<file path="config.mk">
export PLATFORM = sky130hd
export DESIGN_NAME = multi_cycle_controller_flat
export DESIGN_NICKNAME = d
export VERILOG_FILES = /design/src/rtl/multi_cycle_controller_if.sv /design/src/rtl/multi_cycle_controller.sv /design/src/flat_wrapper.sv
export SDC_FILE = /design/constraint.sdc
export NUM_CORES = 1
export LEC_CHECK = 0
export BUFFER_PORTS_ARGS = -buffer_cell sky130_fd_sc_hd__buf_2
export CELL_PAD_IN_SITES_DETAIL_PLACEMENT = 1
export CELL_PAD_IN_SITES_GLOBAL_PLACEMENT = 1
export CORE_ASPECT_RATIO = 0.6
export CORE_UTILIZATION = 42
export DETAILED_ROUTE_END_ITERATION = 12
export PLACE_DENSITY_LB_ADDON = 0.05
export SLEW_MARGIN = 20
export SYNTH_ARGS = -nofsm -noshare
export SYNTH_HDL_FRONTEND = slang
export SYNTH_SLANG_ARGS = --single-unit
</file>
<file path="constraint.sdc">
create_clock -name clk -period 3.31 [get_ports clk]
set_input_delay 0.331 -clock clk [delete_from_list [all_inputs] [get_ports clk]]
set_output_delay 0.331 -clock clk [all_outputs]
set_load 0.01 [all_outputs]
</file>
<file path="src/rtl/multi_cycle_controller_if.sv">
// Shared-memory handshake between the multi-cycle controller and the memory port.
// The controller drives the request side. The memory answers with mem_ready.
interface multi_cycle_controller_if;
    logic mem_req;
    logic mem_write;
    logic adr_src;
    logic mem_ready;

    modport master (output mem_req, output mem_write, output adr_src, input mem_ready);
    modport slave  (input mem_req, input mem_write, input adr_src, output mem_ready);
endinterface

</file>
<file path="src/rtl/multi_cycle_controller.sv">
// Multi-cycle RV32I control FSM: sequences fetch/decode/execute/memory/writeback over
// one shared memory port and one ALU, and counts retired instructions.
module multi_cycle_controller #(
    parameter int CNT_W = 32
) (
    input  logic                     clk,
    input  logic                     rst,
    multi_cycle_controller_if.master mem,
    input  logic [6:0]               op,
    input  logic [2:0]               funct3,
    input  logic                     zero,
    input  logic                     b31,
    output logic                     ir_write,
    output logic                     pc_write,
    output logic                     reg_write,
    output logic [1:0]               alu_src_a,
    output logic [1:0]               alu_src_b,
    output logic [1:0]               alu_op,
    output logic [1:0]               result_src,
    output logic [2:0]               imm_src,
    output logic                     illegal,
    output logic                     retire,
    output logic [CNT_W-1:0]         instret
);

    localparam logic [6:0] OP_R    = 7'b0110011;
    localparam logic [6:0] OP_I    = 7'b0010011;
    localparam logic [6:0] OP_S    = 7'b0100011;
    localparam logic [6:0] OP_B    = 7'b1100011;
    localparam logic [6:0] OP_LUI  = 7'b0110111;
    localparam logic [6:0] OP_JAL  = 7'b1101111;
    localparam logic [6:0] OP_LW   = 7'b0000011;
    localparam logic [6:0] OP_JALR = 7'b1100111;

    typedef enum logic [3:0] {
        S_FETCH, S_DECODE, S_MEM_ADR, S_MEM_READ, S_MEM_WB, S_MEM_WRITE,
        S_EXEC_R, S_EXEC_I, S_ALU_WB, S_BRANCH, S_JAL, S_JALR_ADR,
        S_JALR_JMP, S_LUI_WB, S_TRAP
    } state_t;

    state_t state;
    state_t state_next;
    logic   taken;

    // NOTE: sequential state uses non-blocking assignments so every flop samples pre-edge values.
    always_ff @(posedge clk or posedge rst) begin
        if (rst) begin
            state <= S_FETCH;
        end else begin
            state <= state_next;
        end
    end

    always_ff @(posedge clk or posedge rst) begin
        if (rst) begin
            instret <= '0;
        end else if (retire) begin
            instret <= instret + CNT_W'(1);
        end
    end

    always_comb begin
        taken = 1'b0;
        case (funct3)
            3'b000:  taken = zero;
            3'b001:  taken = !zero;
            3'b100:  taken = b31;
            3'b101:  taken = !b31;
            default: taken = 1'b0;
        endcase
    end

    // NOTE: every output gets a default first so no path through the case can infer a latch.
    always_comb begin
        state_next    = state;
        mem.mem_req   = 1'b0;
        mem.mem_write = 1'b0;
        mem.adr_src   = 1'b0;
        ir_write      = 1'b0;
        pc_write      = 1'b0;
        reg_write     = 1'b0;
        alu_src_a     = 2'b00;
        alu_src_b     = 2'b00;
        alu_op        = 2'b00;
        result_src    = 2'b00;
        illegal       = 1'b0;

        case (state)
            S_FETCH: begin
                mem.mem_req = 1'b1;
                if (mem.mem_ready) begin
                    ir_write   = 1'b1;
                    pc_write   = 1'b1;
                    alu_src_b  = 2'b10;
                    result_src = 2'b10;
                    state_next = S_DECODE;
                end
            end
            S_DECODE: begin
                alu_src_a = 2'b01;
                alu_src_b = 2'b01;
                case (op)
                    OP_LW, OP_S: state_next = S_MEM_ADR;
                    OP_R:        state_next = S_EXEC_R;
                    OP_I:        state_next = S_EXEC_I;
                    OP_B:        state_next = S_BRANCH;
                    OP_JAL:      state_next = S_JAL;
                    OP_JALR:     state_next = S_JALR_ADR;
                    OP_LUI:      state_next = S_LUI_WB;
                    default:     state_next = S_TRAP;
                endcase
            end
            S_MEM_ADR: begin
                alu_src_a  = 2'b10;
                alu_src_b  = 2'b01;
                state_next = (op == OP_LW) ? S_MEM_READ : S_MEM_WRITE;
            end
            S_MEM_READ: begin
                mem.mem_req = 1'b1;
                mem.adr_src = 1'b1;
                if (mem.mem_ready) state_next = S_MEM_WB;
            end
            S_MEM_WB: begin
                result_src = 2'b01;
                reg_write  = 1'b1;
                state_next = S_FETCH;
            end
            S_MEM_WRITE: begin
                mem.mem_req   = 1'b1;
                mem.mem_write = 1'b1;
                mem.adr_src   = 1'b1;
                if (mem.mem_ready) state_next = S_FETCH;
            end
            S_EXEC_R: begin
                alu_src_a  = 2'b10;
                alu_op     = 2'b10;
                state_next = S_ALU_WB;
            end
            S_EXEC_I: begin
                alu_src_a  = 2'b10;
                alu_src_b  = 2'b01;
                alu_op     = 2'b11;
                state_next = S_ALU_WB;
            end
            S_ALU_WB: begin
                reg_write  = 1'b1;
                state_next = S_FETCH;
            end
            S_BRANCH: begin
                alu_src_a  = 2'b10;
                alu_op     = 2'b01;
                pc_write   = taken;
                state_next = S_FETCH;
            end
            // JAL and JALR_JMP both load the target from alu_out, then write old_pc+4 in ALU_WB.
            S_JAL, S_JALR_JMP: begin
                alu_src_a  = 2'b01;
                alu_src_b  = 2'b10;
                pc_write   = 1'b1;
                state_next = S_ALU_WB;
            end
            S_JALR_ADR: begin
                alu_src_a  = 2'b10;
                alu_src_b  = 2'b01;
                state_next = S_JALR_JMP;
            end
            S_LUI_WB: begin
                result_src = 2'b11;
                reg_write  = 1'b1;
                state_next = S_FETCH;
            end
            S_TRAP: begin
                illegal = 1'b1;
            end
            default: state_next = S_FETCH;
        endcase

        retire = (state != S_FETCH) && (state_next == S_FETCH);

        case (op)
            OP_S:    imm_src = 3'b001;
            OP_B:    imm_src = 3'b010;
            OP_JAL:  imm_src = 3'b011;
            OP_LUI:  imm_src = 3'b100;
            default: imm_src = 3'b000;
        endcase

        // Reset forces every output low even though the state register already reads FETCH.
        if (rst) begin
            mem.mem_req   = 1'b0;
            mem.mem_write = 1'b0;
            mem.adr_src   = 1'b0;
            ir_write      = 1'b0;
            pc_write      = 1'b0;
            reg_write     = 1'b0;
            alu_src_a     = 2'b00;
            alu_src_b     = 2'b00;
            alu_op        = 2'b00;
            result_src    = 2'b00;
            imm_src       = 3'b000;
            illegal       = 1'b0;
            retire        = 1'b0;
        end
    end

endmodule

</file>
<file path="src/flat_wrapper.sv">
// flat-port wrapper written by rule: the top's interface ports become plain ports
module multi_cycle_controller_flat 
#(
    parameter int CNT_W = 32
)
  (clk, rst, op, funct3, zero, b31, ir_write, pc_write, reg_write, alu_src_a, alu_src_b, alu_op, result_src, imm_src, illegal, retire, instret, mem_mem_req, mem_mem_write, mem_adr_src, mem_mem_ready);
  multi_cycle_controller_if mem_i ();
  input  logic clk;
  input  logic rst;
  input  logic [6:0] op;
  input  logic [2:0] funct3;
  input  logic zero;
  input  logic b31;
  output logic ir_write;
  output logic pc_write;
  output logic reg_write;
  output logic [1:0] alu_src_a;
  output logic [1:0] alu_src_b;
  output logic [1:0] alu_op;
  output logic [1:0] result_src;
  output logic [2:0] imm_src;
  output logic illegal;
  output logic retire;
  output logic [CNT_W-1:0] instret;
  output wire logic [$bits(mem_i.mem_req)-1:0] mem_mem_req;
  output wire logic [$bits(mem_i.mem_write)-1:0] mem_mem_write;
  output wire logic [$bits(mem_i.adr_src)-1:0] mem_adr_src;
  input wire logic [$bits(mem_i.mem_ready)-1:0] mem_mem_ready;
  assign mem_mem_req = mem_i.mem_req;
  assign mem_mem_write = mem_i.mem_write;
  assign mem_adr_src = mem_i.adr_src;
  assign mem_i.mem_ready = mem_mem_ready;
  multi_cycle_controller #(.CNT_W(CNT_W)) u_core (.clk(clk), .rst(rst), .mem(mem_i), .op(op), .funct3(funct3), .zero(zero), .b31(b31), .ir_write(ir_write), .pc_write(pc_write), .reg_write(reg_write), .alu_src_a(alu_src_a), .alu_src_b(alu_src_b), .alu_op(alu_op), .result_src(result_src), .imm_src(imm_src), .illegal(illegal), .retire(retire), .instret(instret));
endmodule
</file>
==> results by group, run 1 <==
Run status
  • Outcome: completed

Final layout
  • Finished Cell Area: approximately 2800 um2
  • Nets: 345
  • Final Instance Count excl. Fillers: ~410
  • Synth-to-Final Area Change: 18.5%
  • Share of layout cells above drive strength 1: 0.277
  • Most common cell after layout, fill and taps aside: buf_2
  • Ant diodes: 0
  • Commonest non-fill, non-tap cells in the layout: buf_2, dfrtp_1, nor3_1

Placement
  • Area after DPL: 2770 um2
  • Post-DP HPWL: roughly 4.7 mm
  • GP Congestion: 0.777
  • Placed cell count: 399
  • Worst slack at placement: around 560 ps
  • I/O Buffers: 65

Clock tree
  • Post-CTS setup buffers: 0
  • Clock latency on the worst-skew pair: ~280 ps
  • TritonCTS buffer count: 5
  • Max H-tree Level: 2
  • Post-cts sizing count: 0
  • CTS max path bufs: 2
  • Clock transition at path regs: roughly 70 ps
  • Root Buffer: clkbuf_8
  • CTS tree: built
  • Hold buffer count at CTS: 0
  • CTS sink cnt: 36

Hold path
  • Hold WC Path Type: input pin to async pin

Global route
  • Initial antenna violation count: 0
  • Grt ovf: 0
  • GRT Total Usage: 0.222
  • Largest net degree at the start of global routing: 23
  • Vias in the first global route: roughly 1900
  • First-pass GRT wire length: just over 10 mm

Setup path
  • Crit-path slowest cell: dfrtp_1
  • Startpoint types: register
  • CP Capture Type: output port
  • CP required: 2980 ps
  • CP Class: register to output port
  • Worst-path fanout max: 20
  • Max stage delay on crit path: 690 ps
  • WP data arrival: between 2000 and 3000 ps
  • Crit path cell chain: nor4b_1 -> o21ai_1 -> o211a_1 -> nand4b_4 -> inv_1 -> buf_2

Synthesis
  • Dominant synthesized flop cell: dfrtp_1
  • Synthesis warning total: 0
  • Fraction of registers with async set or reset after synthesis: 1.00
  • Post-Syn Area: around 2400 um2
  • Syn_nets: ~290
  • Post-synth EDFFs: 0
  • Synth Area per Inst: ~8.9 um2
  • Distinct cells, synth: 49
  • Yosys reg bits: 36
  • Mapped Cells: 270
  • Sequential share of the synthesized area: 0.375

Route
  • Vias: 2106
  • Post-DR wirelength/cell: 15.2 um
  • Post-Route WL: between 6 and 7 mm
  • Residual DRC count: 0
  • DR pass1 iterations: 4
  • Detailed Route Iter0 Violations: a little under 80
  • Vias per inst: 5.19
  • Final ANT Viol Nets: 0

STA
  • Max Fclk: approximately 340 MHz
  • Final worst slack: around 400 ps
  • RSZ-0062 raised after global routing: no
  • Fin crit share: 0.879
  • Final setup viols: 0
  • Setup TNS: 0 ps
  • Max-slew violation count: 0
  • Worst-Margin Slew: between 700 and 800 ps
  • Minimum clock period: 2910 ps
  • Skew final: about 3.9 ps
  • Slew headroom: 0.512
  • Final Hold Viols: 0

Pwr
  • P_leak: 1.30 nW
  • Total Power: between 1.5 and 2 mW
  • Max IR drop VDD: approximately 0.00033 V
  • Power per cell area: a little over 600 nW/um2

Die
  • Core ar.: approximately 5300 um2
  • Height of the die: around 61 um
  • # IOs: 66
  • Chip Width: about 100 um
  • Initial Util: 0.455
  • Num rows: 20
  • Total die area: between 6000 and 7000 um2

Run
  • Max-Cap Viols: 0
-- sequential cells by signal, summed over array words and instances (netlist names) --
| signal | cells |
|---|---|
| u_core.instret | 32 |
| u_core.state | 4 |
-- layout make-up --
| type | count | area [um2] |
|---|---|---|
| Clock buffer | 6 | 72.6 |
| Clock inverter | 1 | 5.00 |
| Fill cell | 664 | 2430 |
| Inverter | 14 | 52.6 |
| Multi-Input combinational cell | 201 | 1350 |
| Sequential cell | 36 | 901 |
| Tap cell | 77 | 96.3 |
| Timing Repair Buffer | 71 | 370 |
-- synthesized netlist by cell type, types with 2 or more instances --
cell type / count / share of area
a21oi_1: 8 / 0.017
a31oi_1: 3 / 0.0078
and3_1: 4 / 0.010
and3b_1: 3 / 0.011
and4_1: 2 / 0.0073
buf_1: 2 / 0.0031
buf_2: 8 / 0.017
buf_6: 2 / 0.0094
clkbuf_1: 6 / 0.0094
dfrtp_1: 36 / 0.38
inv_1: 14 / 0.022
mux2_2: 2 / 0.0094
mux2i_1: 3 / 0.013
nand2_1: 18 / 0.028
nand2b_1: 6 / 0.016
nand3_1: 12 / 0.025
nand3b_1: 3 / 0.0094
nand4_1: 4 / 0.010
nor2_1: 21 / 0.033
nor2b_1: 4 / 0.010
nor3_1: 23 / 0.048
nor3b_1: 3 / 0.0094
nor4_1: 4 / 0.010
nor4_2: 5 / 0.026
nor4b_1: 4 / 0.015
o211a_1: 2 / 0.0083
o21ai_0: 5 / 0.010
o21ai_1: 2 / 0.0042
or2_2: 3 / 0.0078
or3_1: 4 / 0.010
xnor2_1: 15 / 0.055
xor2_1: 22 / 0.080
-- metrics by stage --
step / utilization / hold slack (ps)
floorplan: - / 504
detailed placement: 0.524 / 435
CTS: 0.539 / 125
finish: 0.539 / 132
global route: 0.539 / 166
global placement: 0.524 / 433
-- final timing paths --
check / startpoint / endpoint / slack (ps) / depth (start not counted)
setup / recovery: u_core.state[0] / retire / 400 / 6
hold / removal: rst / u_core.state[1] / 130 / 2
setup reg to reg: u_core.state[3] / u_core.instret[17] / 570 / 7
hold reg to reg: u_core.instret[31] / u_core.instret[31] / 470 / 1
max in group asynchronous: rst / u_core.instret[3] / 2570 / 3
min in group clk: u_core.instret[31] / u_core.instret[31] / 470 / 1
-- worst max-delay path, delay by kind of cell, from the launching register on --
kind | cells | cell delay [ps]
buffers and inverters | 2 | 210
AOI/OAI and AO/OA | 2 | 450
and+or+nand+nor | 2 | 930
DFF | 1 | 690
-- logic make-up after synthesis --
logic type / count (synthesis) / synth area share
compound gates: 30 / 0.0818
xor+xnor: 37 / 0.135
fa+ha+maj: 1 / 0.00521
buf+inv: 33 / 0.0636
flops: 36 / 0.375
mux: 5 / 0.0219
simple gates: 128 / 0.317
-- where the power goes --
group	internal [mW]	leakage, nW	total, mW	switching, mW
sequential	0.518	0.431	0.685	0.167
clock	0.143	0.0410	0.293	0.150
combinational	0.351	0.827	0.796	0.445
total	1.01	1.30	1.77	0.762
-- per-layer routing --
layer / vias to the layer above / GRT usage / share of wire
met5: - / 0 / 0
met4: 0 / 0.0630 / 0.0041
met3: 2 / 0.0461 / 0.049
met2: 54 / 0.306 / 0.40
met1: 994 / 0.346 / 0.55
li1: 1056 / - / -
Power figures use the tool's default switching activity.
==> run 2, diff against run 1 <==
--- a/config.mk
+++ b/config.mk
@@ -8,7 +8,7 @@
 export BUFFER_PORTS_ARGS = -buffer_cell sky130_fd_sc_hd__buf_2
 export CELL_PAD_IN_SITES_DETAIL_PLACEMENT = 1
 export CELL_PAD_IN_SITES_GLOBAL_PLACEMENT = 1
-export CORE_ASPECT_RATIO = 0.6
+export CORE_ASPECT_RATIO = 0.75
 export CORE_UTILIZATION = 42
 export DETAILED_ROUTE_END_ITERATION = 12
 export PLACE_DENSITY_LB_ADDON = 0.05
==> results by group, run 2 (synthesized netlist as in run 1, its figures left out) <==
Clock tree
  • Clock transition at path regs: 70 ps (about the same)
  • Clock latency on the worst-skew pair: 280 ps (about the same)
  • CTS sink cnt: 36 (unchanged)
  • CTS tree: built
  • CTS max path bufs: 2 (unchanged)
  • TritonCTS buffer count: 5 (unchanged)
  • Hold buffer count at CTS: 0 (unchanged)
  • Post-CTS setup buffers: 0 (unchanged)
  • Root Buffer: clkbuf_8
  • Max H-tree Level: 2 (unchanged)
  • Post-cts sizing count: 0 (unchanged)

Final layout
  • Commonest non-fill, non-tap cells in the layout: buf_2, dfrtp_1, nor3_1
  • Biggest register: u_core.instret
  • Most common cell after layout, fill and taps aside: buf_2
  • Share of layout cells above drive strength 1: 0.269 (-0.00748)
  • Synth-to-Final Area Change: 18.0%
  • Largest register FFs: 32 (unchanged)
  • Nets: 342 (-0.87%)
  • Ant diodes: 0 (unchanged)
  • Top flop regs: u_core.instret (32), u_core.state (4)

Setup path
  • Reg2reg end: u_core.instret[18]
  • CP Capture Type: output port
  • Worst-path fanout max: 33 (+65%)
  • WP data arrival: 2790 ps (+210 ps)
  • RR Startpoint: u_core.state[3]
  • CP required: 2980 ps (about the same)
  • Setup crit end: retire
  • Flop2flop setup slack: 480 ps (-90 ps)
  • FF-to-FF path depth: 6 (-1)
  • Startpoint types: register
  • Crit path from: u_core.state[3]
  • CP Class: register to output port

STA
  • Max Fclk: 320 MHz (-6.8%)
  • Fin crit share: 0.943 (+0.0643)
  • Minimum clock period: 3120 ps (+213 ps)
  • Max-slew violation count: 0 (unchanged)
  • Setup TNS: 0 ps (unchanged)
  • Worst-Margin Slew: 756 ps (+34.8 ps)
  • Fin Hold WS: 401 ps (+269 ps)
  • Skew final: 6.88 ps (+2.96 ps)
  • Final setup viols: 0 (unchanged)
  • RSZ-0062 raised after global routing: no
  • Slew headroom: 0.489 (-0.0236)
  • Final Hold Viols: 0 (unchanged)

Global route
  • Initial antenna violation count: 0 (unchanged)
  • First-pass GRT wire length: 9.87 mm (-3.4%)
  • Grt ovf: 0 (unchanged)
  • Largest net degree at the start of global routing: 38 (+65%)
  • Vias in the first global route: 1985 (+2.6%)
  • GRT Total Usage: 0.213 (-0.00893)

Die
  • Height of the die: 67.5 um (+11%)
  • Core ar.: 5410 um2 (+2.5%)
  • Num rows: 23 (+15%)
  • Total die area: 6030 um2 (-0.11%)
  • Initial Util: 0.444 (-0.0109)
  • # IOs: 66 (unchanged)
  • Chip Width: 89.3 um (-10%)

Route
  • DR pass1 iterations: 4 (unchanged)
  • Final ANT Viol Nets: 0 (unchanged)
  • Post-DR wirelength/cell: 14.9 um (-1.6%)
  • Vias per inst: 5.24 (+0.95%)
  • Post-Route WL: 6.00 mm (-2.5%)
  • Vias: 2105 (-0.047%)
  • Residual DRC count: 0 (unchanged)
  • Detailed Route Iter0 Violations: 107 (+37%)

Pwr
  • Max IR drop VDD: 0.000310 V (-5.9%)
  • Power per cell area: 626 nW/um2 (+0.37%)
  • P_leak: 1.29 nW (-0.70%)

Hold path
  • Hold WC Path Type: input pin to async pin

Run status
  • Outcome: completed

Run
  • Max-Cap Viols: 0 (unchanged)

Placement
  • I/O Buffers: 65 (unchanged)
  • Post-DP HPWL: 4.33 mm (-6.9%)
  • GP Congestion: 0.746 (-4.0%)
==> run 2: worst min-delay path by stage <==
stage	from	cells after the start	to
final	rst	3	u_core.instret[2]
after global routing	rst	3	u_core.instret[2]
after CTS	rst	3	u_core.instret[3]
after detailed placement	u_core.instret[31]	1	u_core.instret[31]
after global placement	u_core.instret[31]	1	u_core.instret[31]
after floorplan	u_core.instret[31]	1	u_core.instret[31]
==> run 2: where the power goes <==
group	switching (mW)	internal (mW)
Sequential	0.167	0.518
Clock	0.148	0.170
Combinational	0.437	0.333
==> run 2: area by class of cell <==
cell class | count | area (um2)
fill | 681 | 2580
multi-input combinational | 201 | 1350
sequential | 36 | 901
timing repair buffer | 68 | 348
tap | 75 | 93.8
clock buffer | 8 | 90.1
inverter | 14 | 52.6
==> run 2: worst max-delay path, cell delays in order, from the launching register on <==
cell	delay, ps
dfrtp_1	640
nor4b_1	750
o21ai_1	160
o211a_1	310
nand4b_4	410
inv_1	80
buf_2	150
==> run 2: routing by layer <==
metal / vias up / part of all wire / track usage
li1: 1047 / - / -
met4: 0 / 0.0022 / 0.0298
met5: - / 0 / 0
met2: 47 / 0.42 / 0.307
met1: 1009 / 0.54 / 0.330
met3: 2 / 0.040 / 0.0440
==> run 2: metrics by stage <==
step                      instances  cell area, um2  worst slack (ps)   util  power [mW]
after floorplan                 270            2400              1130      -        1.25
after detailed placement        394            2740               504  0.507        1.46
after global placement          394            2740               608  0.507        1.44
final                           402            2830               188  0.524        1.77
after CTS                       402            2830               194  0.524        1.79
after global routing            402            2830              17.6  0.524        1.92
